**src/rtl/oflow_mem_rd_pkg.sv**
```systemverilog
// Shared state encoding, feature-vector geometry and row unpacking helpers for the
// all_mem port-0 read sequencer.
package oflow_mem_rd_pkg;

    localparam int unsigned DATA_WIDTH_MEM = 290;
    localparam int unsigned BBOX_WIDTH     = DATA_WIDTH_MEM / 2;

    // Mirrored from the feature-extraction defines; together they fill one bbox vector.
    localparam int unsigned ID_LEN               = 9;
    localparam int unsigned CM_CONCATE_LEN       = 96;
    localparam int unsigned POSITION_CONCATE_LEN = 40;

    typedef enum logic [2:0] {
        StIdle,
        StRdIssue,
        StRdCapture,
        StSendL,
        StSendR,
        StFin
    } rd_state_e;

    function automatic logic [BBOX_WIDTH-1:0] row_left(input logic [DATA_WIDTH_MEM-1:0] row);
        return row[DATA_WIDTH_MEM-1 -: BBOX_WIDTH];
    endfunction

    function automatic logic [BBOX_WIDTH-1:0] row_right(input logic [DATA_WIDTH_MEM-1:0] row);
        return row[BBOX_WIDTH-1:0];
    endfunction

endpackage

```
**src/rtl/oflow_mem_rd_row_buf.sv**
```systemverilog
// Row holding register plus an optional prefetch register (OFLOW_MEM_RD_PREFETCH_EN),
// with left/right half selection onto the bbox data path.
module oflow_mem_rd_row_buf
    import oflow_mem_rd_pkg::*;
(
    input  logic                      clk,
    input  logic                      reset,
    input  logic [DATA_WIDTH_MEM-1:0] data_in,
    input  logic                      load_row,
    input  logic                      load_pre,
    input  logic                      swap,
    input  logic                      sel_right,
    output logic [BBOX_WIDTH-1:0]     bbox_data,
    output logic                      pre_full
);

    logic [DATA_WIDTH_MEM-1:0] row_reg;

`ifdef OFLOW_MEM_RD_PREFETCH_EN
    logic [DATA_WIDTH_MEM-1:0] pre_reg;
    logic                      pre_valid;

    always_ff @(posedge clk) begin
        if (reset) begin
            row_reg   <= '0;
            pre_reg   <= '0;
            pre_valid <= 1'b0;
        end else begin
            if (load_pre) begin
                pre_reg <= data_in;
            end
            // A capture landing in the same cycle as the swap bypasses pre_reg.
            if (swap) begin
                row_reg <= load_pre ? data_in : pre_reg;
            end else if (load_row) begin
                row_reg <= data_in;
            end
            if (swap) begin
                pre_valid <= 1'b0;
            end else if (load_pre) begin
                pre_valid <= 1'b1;
            end
        end
    end

    assign pre_full = pre_valid;
`else
    logic unused_pf;

    always_ff @(posedge clk) begin
        if (reset) begin
            row_reg <= '0;
        end else if (load_row) begin
            row_reg <= data_in;
        end
    end

    assign pre_full  = 1'b0;
    assign unused_pf = ^{load_pre, swap};
`endif

    assign bbox_data = sel_right ? row_right(row_reg) : row_left(row_reg);

endmodule

```
**src/rtl/oflow_mem_rd_ctrl.sv**
```systemverilog
// Frame read sequencer for all_mem port 0: reads stored rows and streams their two bbox
// halves over valid/ready. OFLOW_MEM_RD_PREFETCH_EN overlaps the next row read with SEND_R.
module oflow_mem_rd_ctrl
    import oflow_mem_rd_pkg::*;
#(
    parameter int unsigned ADDR_WIDTH     = 8,
    parameter int unsigned NUM_BBOX_WIDTH = ADDR_WIDTH + 2
) (
    input  logic                      clk,
    input  logic                      reset,
    input  logic                      start,
    input  logic [NUM_BBOX_WIDTH-1:0] num_of_bbox,
    output logic [ADDR_WIDTH-1:0]     address_0,
    output logic                      csb_0,
    output logic                      web_0,
    output logic                      oeb_0,
    input  logic [DATA_WIDTH_MEM-1:0] data_out_0,
    output logic [BBOX_WIDTH-1:0]     bbox_data,
    output logic [ID_LEN-1:0]         bbox_id,
    output logic                      bbox_valid,
    input  logic                      bbox_ready,
    output logic                      bbox_last,
    output logic                      busy,
    output logic                      done
);

    localparam logic [NUM_BBOX_WIDTH-1:0] MAX_BBOX = NUM_BBOX_WIDTH'(2 << ADDR_WIDTH);
    localparam logic [NUM_BBOX_WIDTH-1:0] CNT_ONE  = NUM_BBOX_WIDTH'(1);
    localparam logic [ADDR_WIDTH:0]       ROW_ONE  = (ADDR_WIDTH + 1)'(1);

    rd_state_e                 state;
    logic [NUM_BBOX_WIDTH-1:0] num_q;
    logic [NUM_BBOX_WIDTH-1:0] bbox_cnt;
    logic [NUM_BBOX_WIDTH-1:0] num_clamped;
    logic [NUM_BBOX_WIDTH-1:0] last_idx;
    logic [NUM_BBOX_WIDTH-1:0] rows_x2;
    // One extra bit so the count of consumed rows never wraps at RAM_DEPTH.
    logic [ADDR_WIDTH:0]       row_addr;
    logic                      csb_q;
    logic                      oeb_q;
    logic                      xfer;
    logic                      is_last;
    logic                      rows_remain;
    logic                      pf_issue;
    logic                      pf_pending;
    logic                      pre_full;
    logic                      swap;

    assign num_clamped = (num_of_bbox > MAX_BBOX) ? MAX_BBOX : num_of_bbox;
    assign xfer        = bbox_valid & bbox_ready;
    assign last_idx    = num_q - CNT_ONE;
    assign is_last     = (bbox_cnt == last_idx);
    assign rows_x2     = NUM_BBOX_WIDTH'({row_addr, 1'b0});
    assign rows_remain = (rows_x2 < num_q);

`ifdef OFLOW_MEM_RD_PREFETCH_EN
    // The prefetch read rides on the SEND_L transfer itself, so it follows ready directly.
    assign pf_issue = ~reset & (state == StSendL) & xfer & rows_remain;
    assign swap     = (state == StSendR) & xfer & ~is_last & (pf_pending | pre_full);

    always_ff @(posedge clk) begin
        if (reset) begin
            pf_pending <= 1'b0;
        end else begin
            pf_pending <= pf_issue;
        end
    end
`else
    logic unused_rows;

    assign pf_issue    = 1'b0;
    assign swap        = 1'b0;
    assign pf_pending  = 1'b0;
    assign unused_rows = ^{rows_remain, pre_full};
`endif

    assign address_0 = row_addr[ADDR_WIDTH-1:0];
    assign csb_0     = csb_q & ~pf_issue;
    assign oeb_0     = oeb_q & ~pf_issue;
    assign web_0     = 1'b1;
    assign bbox_last = bbox_valid & is_last;
    assign bbox_id   = bbox_data[ID_LEN-1:0];

    always_ff @(posedge clk) begin
        if (reset) begin
            state      <= StIdle;
            num_q      <= '0;
            bbox_cnt   <= '0;
            row_addr   <= '0;
            csb_q      <= 1'b1;
            oeb_q      <= 1'b1;
            bbox_valid <= 1'b0;
            busy       <= 1'b0;
            done       <= 1'b0;
        end else begin
            done <= 1'b0;
            unique case (state)
                StIdle: begin
                    if (start) begin
                        num_q    <= num_clamped;
                        bbox_cnt <= '0;
                        row_addr <= '0;
                        busy     <= 1'b1;
                        if (num_clamped == '0) begin
                            state <= StFin;
                            done  <= 1'b1;
                        end else begin
                            state <= StRdIssue;
                            csb_q <= 1'b0;
                            oeb_q <= 1'b0;
                        end
                    end
                end
                StRdIssue: begin
                    state <= StRdCapture;
                    csb_q <= 1'b1;
                    oeb_q <= 1'b1;
                end
                StRdCapture: begin
                    state      <= StSendL;
                    row_addr   <= row_addr + ROW_ONE;
                    bbox_valid <= 1'b1;
                end
                StSendL: begin
                    if (xfer) begin
                        bbox_cnt <= bbox_cnt + CNT_ONE;
                        if (pf_issue) begin
                            row_addr <= row_addr + ROW_ONE;
                        end
                        if (is_last) begin
                            state      <= StFin;
                            bbox_valid <= 1'b0;
                            done       <= 1'b1;
                        end else begin
                            state <= StSendR;
                        end
                    end
                end
                StSendR: begin
                    if (xfer) begin
                        bbox_cnt <= bbox_cnt + CNT_ONE;
                        if (is_last) begin
                            state      <= StFin;
                            bbox_valid <= 1'b0;
                            done       <= 1'b1;
                        end else if (swap) begin
                            state <= StSendL;
                        end else begin
                            state      <= StRdIssue;
                            bbox_valid <= 1'b0;
                            csb_q      <= 1'b0;
                            oeb_q      <= 1'b0;
                        end
                    end
                end
                StFin: begin
                    state <= StIdle;
                    busy  <= 1'b0;
                end
                default: begin
                    state      <= StIdle;
                    busy       <= 1'b0;
                    bbox_valid <= 1'b0;
                    csb_q      <= 1'b1;
                    oeb_q      <= 1'b1;
                end
            endcase
        end
    end

    oflow_mem_rd_row_buf u_row_buf (
        .clk       (clk),
        .reset     (reset),
        .data_in   (data_out_0),
        .load_row  (state == StRdCapture),
        .load_pre  (pf_pending),
        .swap      (swap),
        .sel_right (state == StSendR),
        .bbox_data (bbox_data),
        .pre_full  (pre_full)
    );

endmodule

```
**config.mk**
```make
export PLATFORM = sky130hd
export DESIGN_NAME = oflow_mem_rd_ctrl
export DESIGN_NICKNAME = d
export VERILOG_FILES = /design/src/rtl/oflow_mem_rd_pkg.sv /design/src/rtl/oflow_mem_rd_row_buf.sv /design/src/rtl/oflow_mem_rd_ctrl.sv
export SDC_FILE = /design/constraint.sdc
export NUM_CORES = 1
export LEC_CHECK = 0
export ABC_CLOCK_PERIOD_IN_PS = 2700
export CAP_MARGIN = 0
export CORE_ASPECT_RATIO = 0.7
export CORE_MARGIN = 3
export CORE_UTILIZATION = 46
export CTS_CLUSTER_DIAMETER = 100
export CTS_CLUSTER_SIZE = 24
export DETAILED_ROUTE_END_ITERATION = 8
export PLACE_DENSITY = 0.91
export SLEW_MARGIN = 20
export SYNTH_ARGS = -nofsm -noshare
export SYNTH_HDL_FRONTEND = slang
export SYNTH_SLANG_ARGS = --single-unit
```
**constraint.sdc**
```tcl
create_clock -name clk -period 2.7 [get_ports clk]
set_input_delay 0.81 -clock clk [delete_from_list [all_inputs] [get_ports clk]]
set_output_delay 0.81 -clock clk [all_outputs]
set_load 0.03 [all_outputs]
```
==> flow_summary.yaml, run 1 <==
run_status:
  outcome: "finished with violations"
  violations: "negative setup slack"
routing:
  routedWlPerCell_um: 22.5
  via_count: 16518
  routed_via_density: 5.88
  drtIter0Drc: 1829
  ant_nets: 0
  firstDrtPassIters: 5
  drt_wl_total_mm: 63.2
  drc: 0
synthesis:
  synthesis.area_mm2: 0.0136
  syn-num-nets: 2288
  synthCells: 1981
  synth-async-reset-ratio_pct: 0
  ys_types: 50
  synth_seq_cells: 325
  synth_edf_count: 0
  synth_ff_type: "dfxtp_1"
  yosysWarnings: 0
  synth_area_per_cell_um2: 6.88
  ys_seq_area_share_pct: 47.7
power_and_ir_drop:
  cellLeakagePower_nw: 9.51
  p_comb_share_pct: 25.6
  power.internal_w: 0.00750
  p_clk_share_pct: 25.4
  power.switching_w: 0.00341
  vdd_ir_drop_max_uv: 458
  switching_share_pct: 31.3
  power_density_mw_per_mm2: 480
  p_seq_share_pct: 49.1
floorplanning:
  coreArea_mm2: 0.0290
  die_x_um: 212
  ios: 473
  die-area_mm2: 0.0318
  die_y_um: 150
  initial_core_util_pct: 47.0
  num_rows: 52
setup_path:
  cp-start-kind: "register"
  cp.required_ps: 1890
  worstPathArrival_ps: 2390
  crit_fanout: 3
  worstSetupEndpointType: "primary output"
  critPathKind: "reg2out"
cts:
  clock-sinks: 325
  cts_max_path_buffers: 3
  htreeDepth: 1
  path_clk_slew_ps: 100
  cts_hold_buffers: 0
  clkLatencyLatePin_ps: 510
  cts_buffers: 17
  root_buffer: "clkbuf_16"
  tritoncts: "done"
sta:
  finalSetupViolations: 153
  period_minus_slack_ps: 3200
  drv_slew: 0
  period_share_pct: 118
  max_freq_ghz: 0.313
  relSlewSlack_pct: 63.1
  max_slew.worst_pin.slew_ps: 553
  timing.final.ws_setup_ps: -497
  worst_clock_skew_ps: 23.1
  hold_viol: 0
  rsz0062_at_grt: "yes"
grt:
  gr-total-overflow: 0
  grt_max_degree: 122
  grt_usage_pct: 27.5
  antenna_found_initial: 1
  grt_pass1_vias: 13778
  grt_pass1_wl_mm: 70.8
final_layout:
  regArea_mm2: 0.00652
  final_cell_mix: "688 x nand2_1, 316 x dfxtp_1, 315 x clkdlybuf4s50_1, 303 x a21oi_1, 200 x nand2_4"
  area_growth_pct: 66.9
  fillerInstances: 1511
  layout_commonest_cell: "nand2_1"
  final_core_util_pct: 78.4
  drive_gt1_share_pct: 27.6
  fin_nets: 2739
  largest_reg_flops: 290
  multi_input_area_mm2: 0.00852
hold_path:
  hold_class: "reg2reg"
placed_design:
  io_buffers: 471
  dp_slack_ps: -63.6
  dpl.hpwl_mm: 31.1
  place.gp.congestion: 0.859
flow_run:
  max_cap_viol_count: 0
-- power groups by stage --
stage                     clock network (W)  registers [W]  logic (W)
after floorplan                           0        0.00531    0.00118
after global placement                    0        0.00532    0.00214
after detailed placement                  0        0.00534    0.00218
after CTS                           0.00276        0.00523    0.00228
after global routing                0.00293        0.00537    0.00293
final                               0.00277        0.00535    0.00279
-- cells in the mapped netlist, types with 6 or more instances --
library cell	n	area share, %
a21oi_1	303	11
buf_4	13	0.72
clkbuf_1	130	3.6
dfxtp_1	325	48
nand2_1	1035	28
nand3_1	11	0.40
nand4_1	8	0.37
nor2_1	38	1.0
nor3_1	6	0.22
o21ai_0	13	0.48
or2_2	7	0.32
xor2_1	14	0.90
-- stage by stage --
step	power (W)	hold slack [ps]	instance area [µm²]	TNS (ps)	cells
global placement	0.00747	442	18400	-89.2	2722
detailed placement	0.00753	447	18400	-150	2722
CTS	0.0103	458	19500	-1430	2769
finish	0.0109	460	22800	-11750	2811
global route	0.0112	476	22800	-19660	2810
floorplan	0.00649	437	13600	0	1981
-- kinds of logic (layout without fill, tap and decap cells) --
kind of cell / Yosys count / in the layout / share of synthesized area (%)
AND/OR/NAND/NOR: 1136 / 1139 / 32.4
AO/OA/AOI/OAI: 340 / 340 / 13.4
flip-flops: 325 / 325 / 47.7
buffers and inverters: 155 / 602 / 4.74
XOR/XNOR: 18 / 18 / 1.16
adder cells (fa/ha/maj): 3 / 3 / 0.275
multiplexers: 3 / 3 / 0.239
other: 1 / 3 / 0.0275
-- repair_timing --
action,in CTS,in global routing
buffers inserted,18,9
endpoints found under the setup margin,155,155
resized for setup,62,709
gates cloned,11,32
pin swaps,8,306
-- layout make-up --
class,instances,share of cell area [%]
clock inverter,1,0.0715
tap,378,2.08
clock buffer,17,1.87
multi-input combinational,1504,37.4
antenna,2,0.0220
sequential,325,28.7
timing repair buffer,579,29.8
inverter,5,0.0825
-- worst max-delay path: stages (launching register included) --
cell	delay, ps
dfxtp_2	350
or3_4	410
a2111oi_4	300
nor2_2	90
a2111oi_4	340
nand2_2	140
nor2_4	120
buf_6	130
-- layer usage --
layer | up-vias | GRT usage (%) | wire (µm)
li1 | 7189 | - | -
met1 | 7734 | 34.2 | 22200
met2 | 1248 | 45.8 | 29600
met3 | 347 | 7.33 | 7180
met4 | 0 | 10.5 | 4140
met5 | - | 0 | 0
-- final timing paths --
path | end | slack (ps) | cells after the start | start
worst min-delay path | u_row_buf.row_reg[94]$_SDFFE_PP0P_ | 460 | 2 | u_row_buf.row_reg[94]$_SDFFE_PP0P_
worst max register to register | bbox_cnt[7]$_SDFFE_PP0P_ | 240 | 10 | state[0]$_SDFFE_PP0P_
worst min register to register | u_row_buf.row_reg[94]$_SDFFE_PP0P_ | 460 | 2 | u_row_buf.row_reg[94]$_SDFFE_PP0P_
worst max-delay path | bbox_last | -500 | 7 | num_q[2]$_SDFFE_PP0P_
(Power assumes the default switching activity.)
==> run 2: changes to the inputs <==
--- a/config.mk
+++ b/config.mk
@@ -14,6 +14,7 @@
 export CTS_CLUSTER_SIZE = 24
 export DETAILED_ROUTE_END_ITERATION = 8
 export PLACE_DENSITY = 0.91
+export REMOVE_ABC_BUFFERS = 1
 export SLEW_MARGIN = 20
 export SYNTH_ARGS = -nofsm -noshare
 export SYNTH_HDL_FRONTEND = slang
==> flow_summary.yaml, run 2 (synthesized netlist as in run 1, its figures left out) <==
routing:
  drc: 1
  firstDrtPassIters: 9
  routed_via_density: 6.06
  via_count: 17024
  drtIter0Drc: 2327
  ant_nets: 0
  routedWlPerCell_um: 24.4
  drt_wl_total_mm: 68.6
final_layout:
  layout_commonest_cell: "nand2_1"
  fillerInstances: 1532
  design_area_mm2: 0.0229
  largest_reg_flops: 290
  drive_gt1_share_pct: 29.0
  final_core_util_pct: 78.9
  final_cell_mix: "653 x nand2_1, 317 x dfxtp_1, 315 x clkdlybuf4s50_1, 303 x a21oi_1, 210 x nand2_4"
  fin_nets: 2733
  area_growth_pct: 68.0
setup_path:
  worstPathArrival_ps: 2380
  cpPeakStageDelay_ps: 500
  reg2reg_to: "u_row_buf.row_reg[237]$_SDFFE_PP0P_"
  crit_buf_inv: 1
  crit_fanout: 3
  slowest_stage: "a2111oi_0"
  worstSetupEndpointType: "primary output"
  cp.required_ps: 1890
  critPathKind: "reg2out"
  cp-start-kind: "register"
  cp_cell_sequence: "or3_4 -> a2111oi_0 -> nor2_1 -> o21ai_1 -> nand2_2 -> nor2_4 -> buf_6"
  reg2reg_depth: 8
  r2r-start: "state[1]$_SDFFE_PP0P_"
  cp_top_family: "simple AND/OR/NAND/NOR gates"
  rrSetupSlack_ps: 250
power_and_ir_drop:
  vdd_ir_drop_max_uv: 394
  total_power_w: 0.0109
  power_density_mw_per_mm2: 475
  cellLeakagePower_nw: 10.4
floorplanning:
  initial_core_util_pct: 47.0
  ios: 473
  die_x_um: 212
  die-area_mm2: 0.0318
  die_y_um: 150
  coreArea_mm2: 0.0290
  num_rows: 52
sta:
  fin_setup_tns_ps: -5150
  finalSetupViolations: 126
  timing.final.ws_setup_ps: -487
  drv_slew: 0
  period_minus_slack_ps: 3190
  relSlewSlack_pct: 58.7
  max_slew.worst_pin.slew_ps: 620
  hold_viol: 0
  rsz0062_at_grt: "yes"
  period_share_pct: 118
  worst_clock_skew_ps: 20.6
  max_freq_ghz: 0.314
cts:
  htreeDepth: 1
  tritoncts: "done"
  path_clk_slew_ps: 110
  cts_hold_buffers: 0
  clock-sinks: 325
  cts_max_path_buffers: 3
  root_buffer: "clkbuf_16"
  clkLatencyLatePin_ps: 520
  cts_buffers: 17
run_status:
  violations: "design-rule violations, negative setup slack"
  outcome: "finished with violations"
grt:
  gr-total-overflow: 0
  grt_max_degree: 122
  grt_pass1_wl_mm: 79.0
  grt_pass1_vias: 14860
  grt_usage_pct: 31.2
  antenna_found_initial: 7
hold_path:
  hold_class: "reg2reg"
  hold_depth: 2
  hold_path_end: "u_row_buf.row_reg[238]$_SDFFE_PP0P_"
  min-delay-start: "u_row_buf.row_reg[238]$_SDFFE_PP0P_"
flow_run:
  max_cap_viol_count: 0
placed_design:
  io_buffers: 471
  dpl_cell_area_mm2: 0.0183
  place.gp.congestion: 0.883
  dpl.hpwl_mm: 31.0
run 2: cell types whose count changed in the layout (fill, tap and decap cells not counted), moves of 2 or more:
cell,change
buf_8,-2
nand2_2,+26
diode_2,+3
buf_12,-2
buf_6,+4
buf_4,-8
nand2_8,-4
nand2_1,-35
buf_16,+7
nand2_4,+10
clkbuf_16,-2
run 2: metrics by stage:
step	cells	worst slack, ps	hold WS [ps]
detailed placement	2717	-49.9	447
global route	2808	-570	486
global placement	2717	-9.19	441
finish	2808	-487	465
floorplan	1831	-8310	431
CTS	2788	-549	460
run 2: cell type report:
cell class	count	area [µm²]	share of cell area [%]
repair buffers	576	6840	29.9
inverters	5	18.8	0.0819
multi-input cells	1501	8600	37.5
clock inverters	1	16.3	0.0710
diodes	5	12.5	0.0546
clock buffers	17	425	1.86
well taps	378	473	2.06
flip-flops and latches	325	6520	28.5
run 2: worst max-delay path by stage:
stage,start,endpoint,slack (ps),depth (start not counted)
after floorplan,state[1]$_SDFFE_PP0P_,row_addr[7]$_SDFFE_PP0P_,-8310,6
after global placement,start,bbox_cnt[9]$_SDFFE_PP0P_,-9,7
after detailed placement,start,bbox_cnt[9]$_SDFFE_PP0P_,-50,7
after CTS,num_q[0]$_SDFFE_PP0P_,bbox_last,-550,9
after global routing,num_q[3]$_SDFFE_PP0P_,bbox_last,-570,8
final,num_q[2]$_SDFFE_PP0P_,bbox_last,-490,7
run 2: power breakdown:
group          internal (W)  leakage (nW)  switching (W)
logic               0.00120          7.51        0.00154
registers           0.00508          2.65       0.000293
clock network       0.00115         0.216        0.00161
total               0.00743          10.4        0.00344
run 2: layer usage:
metal	wire, µm	up-vias	share of wire (%)	global-route usage (%)
li1	-	7178	-	-
met1	23300	7905	34	38.5
met2	30700	1404	45	51.0
met3	8840	533	13	8.93
met4	5670	4	8.3	14.3
met5	97	-	0.14	0
run 2: repair_timing:
| item | in CTS | in global routing |
|---|---|---|
| pin swaps | 46 | 293 |
| gates resized for setup | 242 | 594 |
| setup buffers | 32 | 5 |
| endpoints found under the hold margin | 0 | 0 |
| cloned | 24 | 18 |
| setup endpoints to repair | 155 | 155 |
run 2: worst register-to-register path, cell delays in order, from the launching register on:
cell	delay, ps
dfxtp_4	380
buf_6	120
buf_4	120
buf_4	150
nand2b_1	150
or2_4	200
buf_12	390
nand2_1	520
a21oi_1	340
